$ cat src/rtl/lsu_pkg.sv
// Shared types for the load/store unit: memory-op encoding,
// FSM states and exception cause codes.
package lsu_pkg;

  typedef enum logic [2:0] {
    MOP_B  = 3'b000,
    MOP_H  = 3'b001,
    MOP_W  = 3'b010,
    MOP_BU = 3'b100,
    MOP_HU = 3'b101
  } memop_e;

  typedef enum logic [1:0] {
    S_IDLE,
    S_REQ,
    S_WAIT,
    S_RESP
  } lsu_state_e;

  localparam logic [3:0] LD_MISALIGN = 4'd4;
  localparam logic [3:0] LD_FAULT    = 4'd5;
  localparam logic [3:0] ST_MISALIGN = 4'd6;
  localparam logic [3:0] ST_FAULT    = 4'd7;

  // Unsupported funct3 codes collapse to a word access
  function automatic memop_e norm_op(
    input logic       wr,
    input logic [2:0] f3
  );
    memop_e op;
    op = MOP_W;
    if (wr) begin
      if (f3 == 3'b000) op = MOP_B;
      else if (f3 == 3'b001) op = MOP_H;
    end else begin
      unique case (f3)
        3'b000:  op = MOP_B;
        3'b001:  op = MOP_H;
        3'b100:  op = MOP_BU;
        3'b101:  op = MOP_HU;
        default: op = MOP_W;
      endcase
    end
    return op;
  endfunction

  function automatic logic misaligned(
    input memop_e     op,
    input logic [1:0] lo
  );
    logic m;
    m = 1'b0;
    if (op == MOP_H || op == MOP_HU) m = lo[0];
    else if (op == MOP_W) m = |lo;
    return m;
  endfunction

  function automatic logic [1:0] force_align(
    input memop_e     op,
    input logic [1:0] lo
  );
    logic [1:0] r;
    r = lo;
    if (op == MOP_H || op == MOP_HU) r = {lo[1], 1'b0};
    else if (op == MOP_W) r = 2'b00;
    return r;
  endfunction

endpackage

$ cat src/rtl/lsu_align.sv
// Lane steering: store strobes/replication and load
// shift plus sign/zero extension.
module lsu_align
  import lsu_pkg::*;
#(
  parameter int XLEN = 32
) (
  input  logic            wr_i,
  input  logic [2:0]      op_i,
  input  logic [1:0]      lo_i,
  input  logic [XLEN-1:0] wdata_i,
  input  logic [XLEN-1:0] rdata_i,
  output logic [3:0]      wstrb_o,
  output logic [XLEN-1:0] wdata_o,
  output logic [XLEN-1:0] rdata_o
);

  memop_e          op;
  logic            is_b;
  logic            is_h;
  logic            uns;
  logic [XLEN-1:0] sh;

  always_comb begin
    op   = memop_e'(op_i);
    is_b = (op == MOP_B) || (op == MOP_BU);
    is_h = (op == MOP_H) || (op == MOP_HU);
    uns  = (op == MOP_BU) || (op == MOP_HU);
    sh   = rdata_i >> {lo_i, 3'b000};
    wstrb_o = 4'b1111;
    wdata_o = wdata_i;
    rdata_o = sh;
    unique case (1'b1)
      is_b: begin
        wstrb_o = 4'b0001 << lo_i;
        wdata_o = {(XLEN/8){wdata_i[7:0]}};
        rdata_o = {{(XLEN-8){sh[7] & ~uns}}, sh[7:0]};
      end
      is_h: begin
        wstrb_o = 4'b0011 << lo_i;
        wdata_o = {(XLEN/16){wdata_i[15:0]}};
        rdata_o = {{(XLEN-16){sh[15] & ~uns}}, sh[15:0]};
      end
      default: begin
        rdata_o = rdata_i;
      end
    endcase
    if (!wr_i) wstrb_o = 4'b0000;
  end

endmodule

$ cat src/rtl/lsu_mc.sv
// Multi-cycle load/store unit: one request at a time over a
// valid/ready data bus, with misalign, fault and timeout traps.
module lsu_mc
  import lsu_pkg::*;
#(
  parameter int XLEN        = 32,
  parameter int TIMEOUT     = 255,
  parameter bit MISALIGN_EN = 1'b1
) (
  input  logic            clk,
  input  logic            rst_b,
  input  logic            req_valid,
  output logic            req_ready,
  input  logic            req_write,
  input  logic [2:0]      req_opcode,
  input  logic [XLEN-1:0] req_addr,
  input  logic [XLEN-1:0] req_wdata,
  output logic            rsp_valid,
  output logic [XLEN-1:0] rsp_rdata,
  output logic            rsp_err,
  output logic [3:0]      rsp_cause,
  output logic            bus_valid,
  input  logic            bus_ready,
  output logic            bus_wen,
  output logic [XLEN-1:0] bus_addr,
  output logic [3:0]      bus_wstrb,
  output logic [XLEN-1:0] bus_wdata,
  input  logic            bus_rvalid,
  input  logic [XLEN-1:0] bus_rdata,
  input  logic            bus_err
);

  localparam int CW = (TIMEOUT < 2) ? 1 : $clog2(TIMEOUT);
  localparam logic [CW-1:0] TO_LAST = CW'(TIMEOUT - 1);

  lsu_state_e      state_q, state_d;
  logic            wr_q, wr_d;
  memop_e          op_q, op_d;
  logic [XLEN-1:0] addr_q, addr_d;
  logic [XLEN-1:0] wdata_q, wdata_d;
  logic [XLEN-1:0] rdata_q, rdata_d;
  logic            err_q, err_d;
  logic [3:0]      cause_q, cause_d;
  logic [CW-1:0]   cnt_q, cnt_d;

  logic [3:0]      strb;
  logic [XLEN-1:0] wrep;
  logic [XLEN-1:0] rext;
  memop_e          op_n;
  logic            done;
  logic            fault;
  logic            to_hit;

  lsu_align #(.XLEN(XLEN)) u_align (
    .wr_i    (wr_q),
    .op_i    (op_q),
    .lo_i    (addr_q[1:0]),
    .wdata_i (wdata_q),
    .rdata_i (bus_rdata),
    .wstrb_o (strb),
    .wdata_o (wrep),
    .rdata_o (rext)
  );

  always_comb begin
    state_d   = state_q;
    wr_d      = wr_q;
    op_d      = op_q;
    addr_d    = addr_q;
    wdata_d   = wdata_q;
    rdata_d   = rdata_q;
    err_d     = err_q;
    cause_d   = cause_q;
    cnt_d     = cnt_q;
    req_ready = 1'b0;
    rsp_valid = 1'b0;
    rsp_rdata = '0;
    rsp_err   = 1'b0;
    rsp_cause = 4'd0;
    bus_valid = 1'b0;
    bus_wen   = 1'b0;
    bus_addr  = '0;
    bus_wstrb = 4'b0000;
    bus_wdata = '0;
    done      = 1'b0;
    fault     = 1'b0;
    op_n      = norm_op(req_write, req_opcode);
    to_hit    = (TIMEOUT != 0) && (cnt_q == TO_LAST);

    unique case (state_q)
      S_IDLE: begin
        req_ready = 1'b1;
        if (req_valid) begin
          wr_d    = req_write;
          op_d    = op_n;
          wdata_d = req_wdata;
          rdata_d = '0;
          err_d   = 1'b0;
          cause_d = 4'd0;
          cnt_d   = '0;
          if (MISALIGN_EN) begin
            addr_d = req_addr;
          end else begin
            addr_d = {req_addr[XLEN-1:2],
                      force_align(op_n, req_addr[1:0])};
          end
          if (MISALIGN_EN && misaligned(op_n, req_addr[1:0])) begin
            state_d = S_RESP;
            err_d   = 1'b1;
            cause_d = req_write ? ST_MISALIGN : LD_MISALIGN;
          end else begin
            state_d = S_REQ;
          end
        end
      end
      S_REQ: begin
        bus_valid = 1'b1;
        bus_wen   = wr_q;
        bus_addr  = {addr_q[XLEN-1:2], 2'b00};
        bus_wstrb = strb;
        bus_wdata = wrep;
        cnt_d     = cnt_q + CW'(1);
        if (bus_ready && bus_rvalid) done = 1'b1;
        else if (to_hit) fault = 1'b1;
        else if (bus_ready) state_d = S_WAIT;
      end
      S_WAIT: begin
        cnt_d = cnt_q + CW'(1);
        if (bus_rvalid) done = 1'b1;
        else if (to_hit) fault = 1'b1;
      end
      S_RESP: begin
        rsp_valid = 1'b1;
        rsp_rdata = rdata_q;
        rsp_err   = err_q;
        rsp_cause = cause_q;
        state_d   = S_IDLE;
      end
    endcase

    // A bus error on the response yields no load data
    if (done) begin
      state_d = S_RESP;
      err_d   = bus_err;
      cause_d = bus_err ? (wr_q ? ST_FAULT : LD_FAULT) : 4'd0;
      rdata_d = (wr_q || bus_err) ? '0 : rext;
    end
    if (fault) begin
      state_d = S_RESP;
      err_d   = 1'b1;
      cause_d = wr_q ? ST_FAULT : LD_FAULT;
      rdata_d = '0;
    end
  end

  always_ff @(posedge clk) begin
    if (rst_b) begin
      state_q <= S_IDLE;
      wr_q    <= 1'b0;
      op_q    <= MOP_B;
      addr_q  <= '0;
      wdata_q <= '0;
      rdata_q <= '0;
      err_q   <= 1'b0;
      cause_q <= 4'd0;
      cnt_q   <= '0;
    end else begin
      state_q <= state_d;
      wr_q    <= wr_d;
      op_q    <= op_d;
      addr_q  <= addr_d;
      wdata_q <= wdata_d;
      rdata_q <= rdata_d;
      err_q   <= err_d;
      cause_q <= cause_d;
      cnt_q   <= cnt_d;
    end
  end

endmodule
$ cat config.mk
export PLATFORM = sky130hd
export DESIGN_NAME = lsu_mc
export DESIGN_NICKNAME = d
export VERILOG_FILES = /design/src/rtl/lsu_pkg.sv /design/src/rtl/lsu_align.sv /design/src/rtl/lsu_mc.sv
export SDC_FILE = /design/constraint.sdc
export NUM_CORES = 1
export LEC_CHECK = 0
export ABC_CLOCK_PERIOD_IN_PS = 2000
export CAP_MARGIN = 20
export CORE_AREA = 3 3 139 114
export CTS_CLUSTER_DIAMETER = 200
export DETAILED_ROUTE_END_ITERATION = 7
export DIE_AREA = 0 0 142 117
export GPL_TIMING_DRIVEN = 0
export PLACE_DENSITY = 0.86
export SLEW_MARGIN = 30
export SYNTH_ARGS = -nofsm -noshare
export SYNTH_HDL_FRONTEND = slang
export SYNTH_SLANG_ARGS = --single-unit
$ cat constraint.sdc
create_clock -name clk -period 2 [get_ports clk]
set_clock_uncertainty 0.1 [all_clocks]
set_input_delay 0.3 -clock clk [delete_from_list [all_inputs] [get_ports clk]]
set_output_delay 0.3 -clock clk [all_outputs]
set_load 0.02 [all_outputs]
### Yosys cells after proc, flatten, opt, wreduce, memory -nomap -nowiden

Cells that the tools add are included.

| storage, ports and cells | value |
|---|---|
| word-level logic and storage cells | 113 |
| register bits | 115 |
| input port bits | 106 |
| output and inout port bits | 109 |

| cells by class | value |
|---|---|
| muxes and demuxes | 56 |
| equality and inequality tests | 18 |
| add/sub/neg operators | 1 |
| bitwise operators | 3 |
| shift-type cells | 3 |
| reduce and logical (&&, ||, !) cells | 23 |

Operator list:

| cell | number |
|---|---|
| $mux 32 | 7 |
| $pmux 32 s2 | 2 |
| $mux 4 | 8 |
| $shr 32x5->16 | 1 |
| $mux 2 | 10 |
| $mux 1 | 19 |
| $ne 4x4->1 const B | 4 |
| $pmux 8 s2 | 1 |
| $eq 3x3->1 const B | 5 |
| $pmux 3 s4 | 1 |
| $eq 3x1->1 const B | 3 |
| $mux 3 | 3 |
| $add 8x1->8 const B | 1 |
| $eq 8x8->1 const B | 1 |
| $mux 8 | 1 |
| $pmux 4 s2 | 1 |
| $reduce_and 2->1 | 4 |
| $logic_not 3->1 | 2 |
| $pmux 2 s3 | 1 |
| $reduce_bool 2->1 | 3 |
| $reduce_bool 3->1 | 2 |
| $reduce_or 2->1 | 3 |
| $logic_or 1x1->1 | 5 |
| $reduce_and 5->1 | 1 |
| 12 further kinds | 15 |

### Logic depth before layout (Yosys ltp)

Gate-level depths: netlist of the first run.

| depth | value |
|---|---|
| word-level depth | 14 |
| mapped depth | 10 |
| mapped depth without buffers | 7 |

### Modules after synthesis

A second synthesis of the first run with hierarchy kept.

| second synthesis, totals | value |
|---|---|
| cells, all modules | 814 |
| area total of the unflattened synthesis | 6367.4 um2 |

By module, submodules not included:

| module | cells an instance | instances | area an instance (um2) | sequential area each (um2) |
|---|---|---|---|---|
| lsu_mc | 619 | 1 | 5077.4 | 2262.2 |
| lsu_align | 195 | 1 | 1290.0 | 0.0 |

### Worst setup path before layout of the first run

No wires, ideal clock.

| timing | value |
|---|---|
| path kind | register -> output |
| from | register state_q[1] |
| to | output port bus_wdata[10] |
| cell stages (with the launch flop) | 7 |
| required time | 1.600 ns |
| path buffers | 3 |
| slack | -0.286 ns |
| data arrival time | 1.886 ns |
| cells stage by stage | dfxtp_1 > inv_1 > ha_1 > buf_4 > clkbuf_1 > clkbuf_1 > a21boi_0 |

| between the ends | value |
|---|---|
| cells in the longest elaborated chain, start to end | 2 |

RTL lines:

| item | RTL line | RTL |
|---|---|---|
| start, declared | lsu_mc.sv:36 | `lsu_state_e state_q, state_d;` |
| start signal, assigned | lsu_mc.sv:168 | `state_q <= state_d;` |
| $eq 2x1->1 | lsu_mc.sv:90 | `unique case (state_q)` |
| $mux 32 | lsu_mc.sv:90 |  |
| end, declared | lsu_mc.sv:27 | `output logic [XLEN-1:0] bus_wdata,` |

No other way between the ends.

### Worst setup path in the final report of the first run

| timing | value |
|---|---|
| from | register state_q[1] |
| to | register rdata_q[29] |

| between the ends | value |
|---|---|
| cells in the longest elaborated chain, start to end | 4 |
| elaborated cells between the ends (all ways) | 10 |
| classes of those cells | 2 x eq/ne; 3 x mux; 5 x reduce/logical |

RTL lines:

| item | RTL line | RTL |
|---|---|---|
| $eq 2x2->1 / $eq 2x1->1 (equally long branches) | lsu_mc.sv:90 |  |
| $pmux 1 s2 | lsu_mc.sv:90 |  |
| $reduce_bool 2->1 (no line) | - |  |
| $reduce_and 2->1 (no line) | - |  |
| end signal, assigned | lsu_mc.sv:173 | `rdata_q <= rdata_d;` |
| end, declared | lsu_mc.sv:41 | `logic [XLEN-1:0] rdata_q, rdata_d;` |

Parallel ways exist; a longest one is shown, timed or not.
A chain may end at the register's enable or synchronous reset.

==> results of run 1 <==
==> metal layers <==
metal,vias to the layer above,part of all wire (%),track usage [%]
met3,91,10,8.45
met2,449,47,45.6
met5,-,0,0
li1,3188,-,-
met1,3289,38,33.0
met4,0,4.0,10.7
==> cells in the mapped netlist (all sizes together) (14+ instances only) <==
cell type  count  share of area, %
clkbuf        38               2.4
a22oi         22               2.8
mux2i         20               3.4
a21oi        121                10
buf           28               3.1
nand2        190                12
nor2b         17               1.8
nor2          43               2.7
a21boi        14               1.8
and2          76               8.0
dfxtp        113                38
==> registers in the layout (all words and copies together) (netlist names) <==
name / flops
op_q: 3
rdata_q: 32
cnt_q: 8
wr_q: 1
wdata_q: 32
addr_q: 32
state_q: 2
cause_q: 3
==> how the worst max path moves through the flow <==
stage / startpoint / endpoint / slack (ns) / depth (start not counted)
floorplan: state_q[1] / bus_wdata[10] / -0.01 / 6
global placement: state_q[1] / bus_wdata[24] / -0.97 / 7
detailed placement: state_q[1] / bus_addr[31] / -0.98 / 7
CTS: state_q[1] / bus_wdata[13] / -0.15 / 7
global route: state_q[0] / rdata_q[23] / -0.27 / 9
finish: state_q[1] / rdata_q[29] / -0.20 / 10
==> power by group through the flow <==
| stage | sequential, mW | clock, mW | combinational (mW) |
|---|---|---|---|
| 3_3_place_gp | 2.76 | 0 | 3.03 |
| 6_report | 2.78 | 3.16 | 4.51 |
| 2_1_floorplan | 2.71 | 0 | 1.97 |
| 4_1_cts | 2.75 | 3.16 | 4.00 |
| 5_1_grt | 2.81 | 3.27 | 4.81 |
| 3_5_place_dp | 2.77 | 0 | 3.07 |
==> cell type report <==
| type | instances | area, um^2 | area share, % |
|---|---|---|---|
| plain buffers | 62 | 663 | 6.36 |
| clock inverters | 9 | 130 | 1.25 |
| repair buffers | 248 | 2630 | 25.2 |
| flip-flops and latches | 113 | 2270 | 21.8 |
| multi-input cells | 602 | 3990 | 38.3 |
| well taps | 184 | 230 | 2.21 |
| clock buffers | 22 | 484 | 4.65 |
| inverters | 6 | 28.8 | 0.276 |
==> tightest hold or removal path: stages <==
cell and delay [ns]:
clkdlybuf4s50_1 0.40, nand2_1 0.05, a21oi_1 0.05
==> cells by family after synthesis <==
group,count (synthesis),synth area share (%)
other,1,0.0629
and+or+nand+nor,362,28.6
buffers and inverters,72,5.92
muxes,23,4.11
xor gates and xnor gates,4,0.587
adders and majority gates,7,1.47
AOI/OAI and AO/OA,203,21.3
DFF,113,37.9
==> repair_timing <==
item                       CTS  global route
cloned                      11             5
hold endpoints to repair     0             0
setup buffers               13             8
resized for setup          710           199
setup endpoints to repair  214           211
pin swaps                   46            27
==> impl_metrics.py, run 1 <==
metrics = {
    "pwr": {
        "peakVddDrop_mv": 0.687,
        "leakagePower_nw": 4.15,
        "p_switching_mw": 3.71,
        "seqPwrFrac_pct": 26.6,
        "p_int_mw": 6.74,
        "sw_frac_of_total_pct": 35.5,
        "power_mw": 10.5,
        "pwr-share-clk_pct": 30.2,
        "combPwrFrac_pct": 43.2,
        "p_per_area_nw_per_um2": 1000,
    },
    "cts": {
        "cts_sinks": 113,
        "ctsHoldBuffers": 0,
        "insertion_delay_ns": 0.41,
        "h-tree-depth": 4,
        "cts_buffers": 17,
        "clk_path_buf_depth": 2,
        "path_clk_slew_ns": 0.06,
        "root_buffer": "clkbuf_16",
        "cts_tree": "built",
    },
    "die": {
        "dieArea_um2": 16600,
        "io_pins": 215,
        "fp.dieH_um": 117,
        "coreArea_um2": 14400,
        "start_util_pct": 41.4,
        "rows": 39,
        "die_w_um": 142,
    },
    "routing": {
        "drt_iter0_markers": 546,
        "post-route-drc-count": 0,
        "routedWlPerCell_um": 19.8,
        "drt_pass1_iterations": 8,
        "drt_wl_total_um": 24600,
        "viasPerCell": 5.63,
        "num_vias": 7017,
        "antenna_left": 0,
    },
    "min_path": {
        "holdPathStages": 3,
        "min_from": "req_addr[13]",
        "min_to": "addr_q[13]",
        "hold_path.class": "in -> reg",
    },
    "logic_synthesis": {
        "synth-seq-area-share_pct": 37.9,
        "synth_area_um2": 5960,
        "synth-seq-cells": 113,
        "ys_warn_count": 0,
        "syn_inst": 785,
        "async_flop_share_pct": 0,
        "synth_top_flop_cell": "dfxtp_1",
        "synth.distinct_cells": 55,
        "syn_avg_cell_area_um2": 7.60,
        "synth_edf_count": 0,
    },
    "timing": {
        "setup_ws_ns": -0.203,
        "setup_viol": 114,
        "rsz0062_at_grt": "true",
        "maxSlewViolCount": 0,
        "layout_min_cycle_time_ns": 2.20,
        "fmax_mhz": 454,
        "hold_viol_final": 0,
        "whs_ns": 0.328,
        "relSlewSlack_pct": 51.1,
        "tns_ns": -10.01,
        "finalCritPeriodShare_pct": 110,
        "worst_pin_slew_ns": 0.734,
    },
    "place": {
        "post-place-ws_ns": -0.976,
        "dp_cells": 1182,
        "port_buffers": 211,
        "place_congestion": 0.951,
        "dpl-instance-area_um2": 8360,
        "dp_hpwl_um": 15800,
    },
    "final_layout": {
        "diodes": 0,
        "fin_util_pct": 72.4,
        "stdcell_area_um2": 10400,
        "finalNetCount": 1163,
        "final_cells": 1246,
        "drive_gt1_share_pct": 35.4,
        "layout_commonest_cell": "nand2_1",
        "mostFrequentLayoutCells": "187 x nand2_1, 113 x buf_6, 110 x dfxtp_1",
        "syn2layout_area_growth_pct": 74.8,
        "fill_cells": 988,
    },
    "worst_setup_path": {
        "cp_num_buf_inv": 5,
        "crit_chain": "inv_4 > buf_4 > ha_4 > nand2_4 > nor4_4 > buf_4 > buf_4 > nand3_4 > buf_6 > a21oi_2",
        "reg2reg_slack_ns": -0.20,
        "crit_fanout": 7,
        "cp_top_family": "buffers and inverters",
        "cp_slowest_cell": "dfxtp_4",
        "max_stage_delay_ns": 0.37,
        "arrival_ns": 2.43,
        "r2r_end": "rdata_q[29]",
        "reg2reg_from": "state_q[1]",
        "end_kind": "flip-flop",
        "crit_required_ns": 2.23,
        "worstSetupPathType": "reg -> reg",
        "cp_common_cell": "buf_4",
        "cp-start-kind": "flip-flop",
        "ff2ff_path_depth": 10,
    },
    "global_routing": {
        "grt_pass1_wl_um": 35400,
        "grt_use_total_pct": 27.2,
        "overflow": 0,
        "grt_max_degree": 19,
        "grt_pass1_vias": 6900,
        "antenna_found_initial": 0,
    },
    "job": {
        "max-cap-violations": 0,
    },
    "run_status": {
        "status": "finished, violations left",
        "violations": "negative setup slack",
    },
}
(Power assumes the default switching activity.)
==> inputs of run 2 (changes only) <==
--- a/config.mk
+++ b/config.mk
@@ -8,6 +8,7 @@
 export ABC_CLOCK_PERIOD_IN_PS = 2000
 export CAP_MARGIN = 20
 export CORE_AREA = 3 3 139 114
+export CTS_BUF_LIST = sky130_fd_sc_hd__clkbuf_16
 export CTS_CLUSTER_DIAMETER = 200
 export DETAILED_ROUTE_END_ITERATION = 7
 export DIE_AREA = 0 0 142 117
==> constraint.sdc (replaced) <==
create_clock -name clk -period 2 [get_ports clk]
set_clock_uncertainty 0.1 [all_clocks]
set_input_delay 0.6 -clock clk [delete_from_list [all_inputs] [get_ports clk]]
set_output_delay 0.6 -clock clk [all_outputs]
set_load 0.02 [all_outputs]
==> impl_metrics.py, run 2 (same netlist as run 1, synthesis figures left out) <==
metrics = {
    "timing": {
        "fmax_mhz": 405,
        "maxSlewViolCount": 0,
        "finalCritPeriodShare_pct": 123,
        "setup_ws_ns": -0.468,
        "worst_pin_slew_ns": 0.611,
        "tns_ns": -46.67,
        "relSlewSlack_pct": 59.2,
        "hold_viol_final": 0,
        "setup_viol": 144,
        "layout_min_cycle_time_ns": 2.47,
        "rsz0062_at_grt": "true",
    },
    "final_layout": {
        "diodes": 0,
        "mostFrequentLayoutCells": "183 x nand2_1, 128 x buf_6, 110 x dfxtp_1",
        "drive_gt1_share_pct": 39.4,
        "layout_commonest_cell": "nand2_1",
        "syn2layout_area_growth_pct": 83.3,
        "top_regs": "addr_q: 32 flops, rdata_q: 32 flops, wdata_q: 32 flops",
        "finalNetCount": 1189,
    },
    "die": {
        "rows": 39,
        "coreArea_um2": 14400,
        "die_w_um": 142,
        "io_pins": 215,
        "start_util_pct": 41.4,
        "fp.dieH_um": 117,
        "dieArea_um2": 16600,
    },
    "routing": {
        "routedWlPerCell_um": 21.2,
        "drt_wl_total_um": 27000,
        "antenna_left": 0,
        "viasPerCell": 5.67,
        "drt_pass1_iterations": 7,
        "num_vias": 7218,
        "post-route-drc-count": 0,
        "drt_iter0_markers": 852,
    },
    "worst_setup_path": {
        "crit_fanout": 8,
        "crit_start": "state_q[1]",
        "reg2reg_from": "state_q[1]",
        "end_kind": "primary output",
        "crit_required_ns": 1.30,
        "cp-start-kind": "flip-flop",
        "ff2ff_path_depth": 12,
        "arrival_ns": 1.77,
        "worstSetupPathType": "reg -> out",
    },
    "min_path": {
        "min_from": "rdata_q[9]",
        "holdPathStages": 2,
        "hold_path.class": "reg -> reg",
    },
    "place": {
        "dp_hpwl_um": 15800,
        "post-place-ws_ns": -0.984,
        "place_congestion": 0.909,
        "port_buffers": 211,
    },
    "cts": {
        "clk_path_buf_depth": 2,
        "cts_sinks": 113,
        "cts_buffers": 17,
        "cts_tree": "built",
        "h-tree-depth": 4,
        "path_clk_slew_ns": 0.05,
        "ctsHoldBuffers": 0,
        "root_buffer": "clkbuf_16",
        "insertion_delay_ns": 0.42,
    },
    "pwr": {
        "p_per_area_nw_per_um2": 1010,
        "peakVddDrop_mv": 0.761,
        "leakagePower_nw": 4.33,
    },
    "global_routing": {
        "overflow": 0,
        "grt_pass1_wl_um": 37700,
        "antenna_found_initial": 0,
        "grt_max_degree": 17,
        "grt_use_total_pct": 29.6,
        "grt_pass1_vias": 6910,
    },
    "run_status": {
        "violations": "negative setup slack",
        "status": "finished, violations left",
    },
    "job": {
        "max-cap-violations": 0,
    },
}
-- run 2: cell count changes in the layout (fill, tap and decap cells not counted), moves of 6 or more --
cell | previous run | this run
a21oi_1 | 93 | 104
a21oi_2 | 24 | 13
a22oi_1 | 21 | 9
a22oi_2 | 1 | 13
and2_1 | 10 | 2
and2_4 | 66 | 74
buf_4 | 27 | 39
buf_6 | 113 | 128
o211a_1 | 6 | 0
o211a_4 | 2 | 8
-- run 2: routing by layer --
metal / vias up / wire length [um] / global-route usage, %
met5: - / 0 / 0
met4: 0 / 1010 / 11.8
met3: 97 / 2690 / 9.83
met2: 471 / 12900 / 50.2
met1: 3412 / 10400 / 34.8
li1: 3238 / - / -
-- run 2: stage by stage --
step                      cells  instance area, um^2  total power, mW  hold WS [ns]  util (%)
after CTS                  1255                10500             10.3         0.351      73.0
after global routing       1273                10900             11.4         0.372      75.9
after floorplan             787                 6340             4.95         0.325         -
final                      1273                10900             11.1         0.354      75.9
after detailed placement   1182                 8680             6.10         0.341      60.3
after global placement     1182                 8680             6.05         0.337      60.3
-- run 2: power breakdown --
group          leakage (nW)  internal, mW  switching, mW
Sequential            0.922          2.55          0.257
Combinational          3.11          2.46           2.67
Clock                 0.294          2.05           1.10
Total                  4.33          7.06           4.03
-- run 2: timing repair --
action | 4_1_cts | 5_1_grt
endpoints found under the setup margin | 215 | 187
pin swaps | 68 | 32
gates cloned | 16 | 3
setup buffers | 27 | 21
resized for setup | 833 | 85
-- run 2: worst max-delay path: stages (launching register included) --
cell       delay (ns)
dfxtp_4          0.36
inv_4            0.06
ha_4             0.13
buf_8            0.12
clkbuf_16        0.19
clkbuf_16        0.15
a21boi_4         0.19
buf_6            0.14
-- run 2: layout make-up --
| class | instances | area (um^2) |
|---|---|---|
| clock buffer | 17 | 425 |
| multi-input combinational | 603 | 4180 |
| buffer | 62 | 696 |
| inverter | 6 | 27.5 |
| timing repair buffer | 273 | 2930 |
| tap | 184 | 230 |
| sequential | 113 | 2270 |
| clock inverter | 15 | 174 |
| fill | 907 | 3460 |
-- run 2: worst paths after layout --
check	endpoint	slack, ns
setup / recovery	bus_wdata[13]	-0.47
setup reg to reg	rdata_q[24]	-0.38
hold / removal	rdata_q[9]	0.35
hold reg to reg	rdata_q[9]	0.35
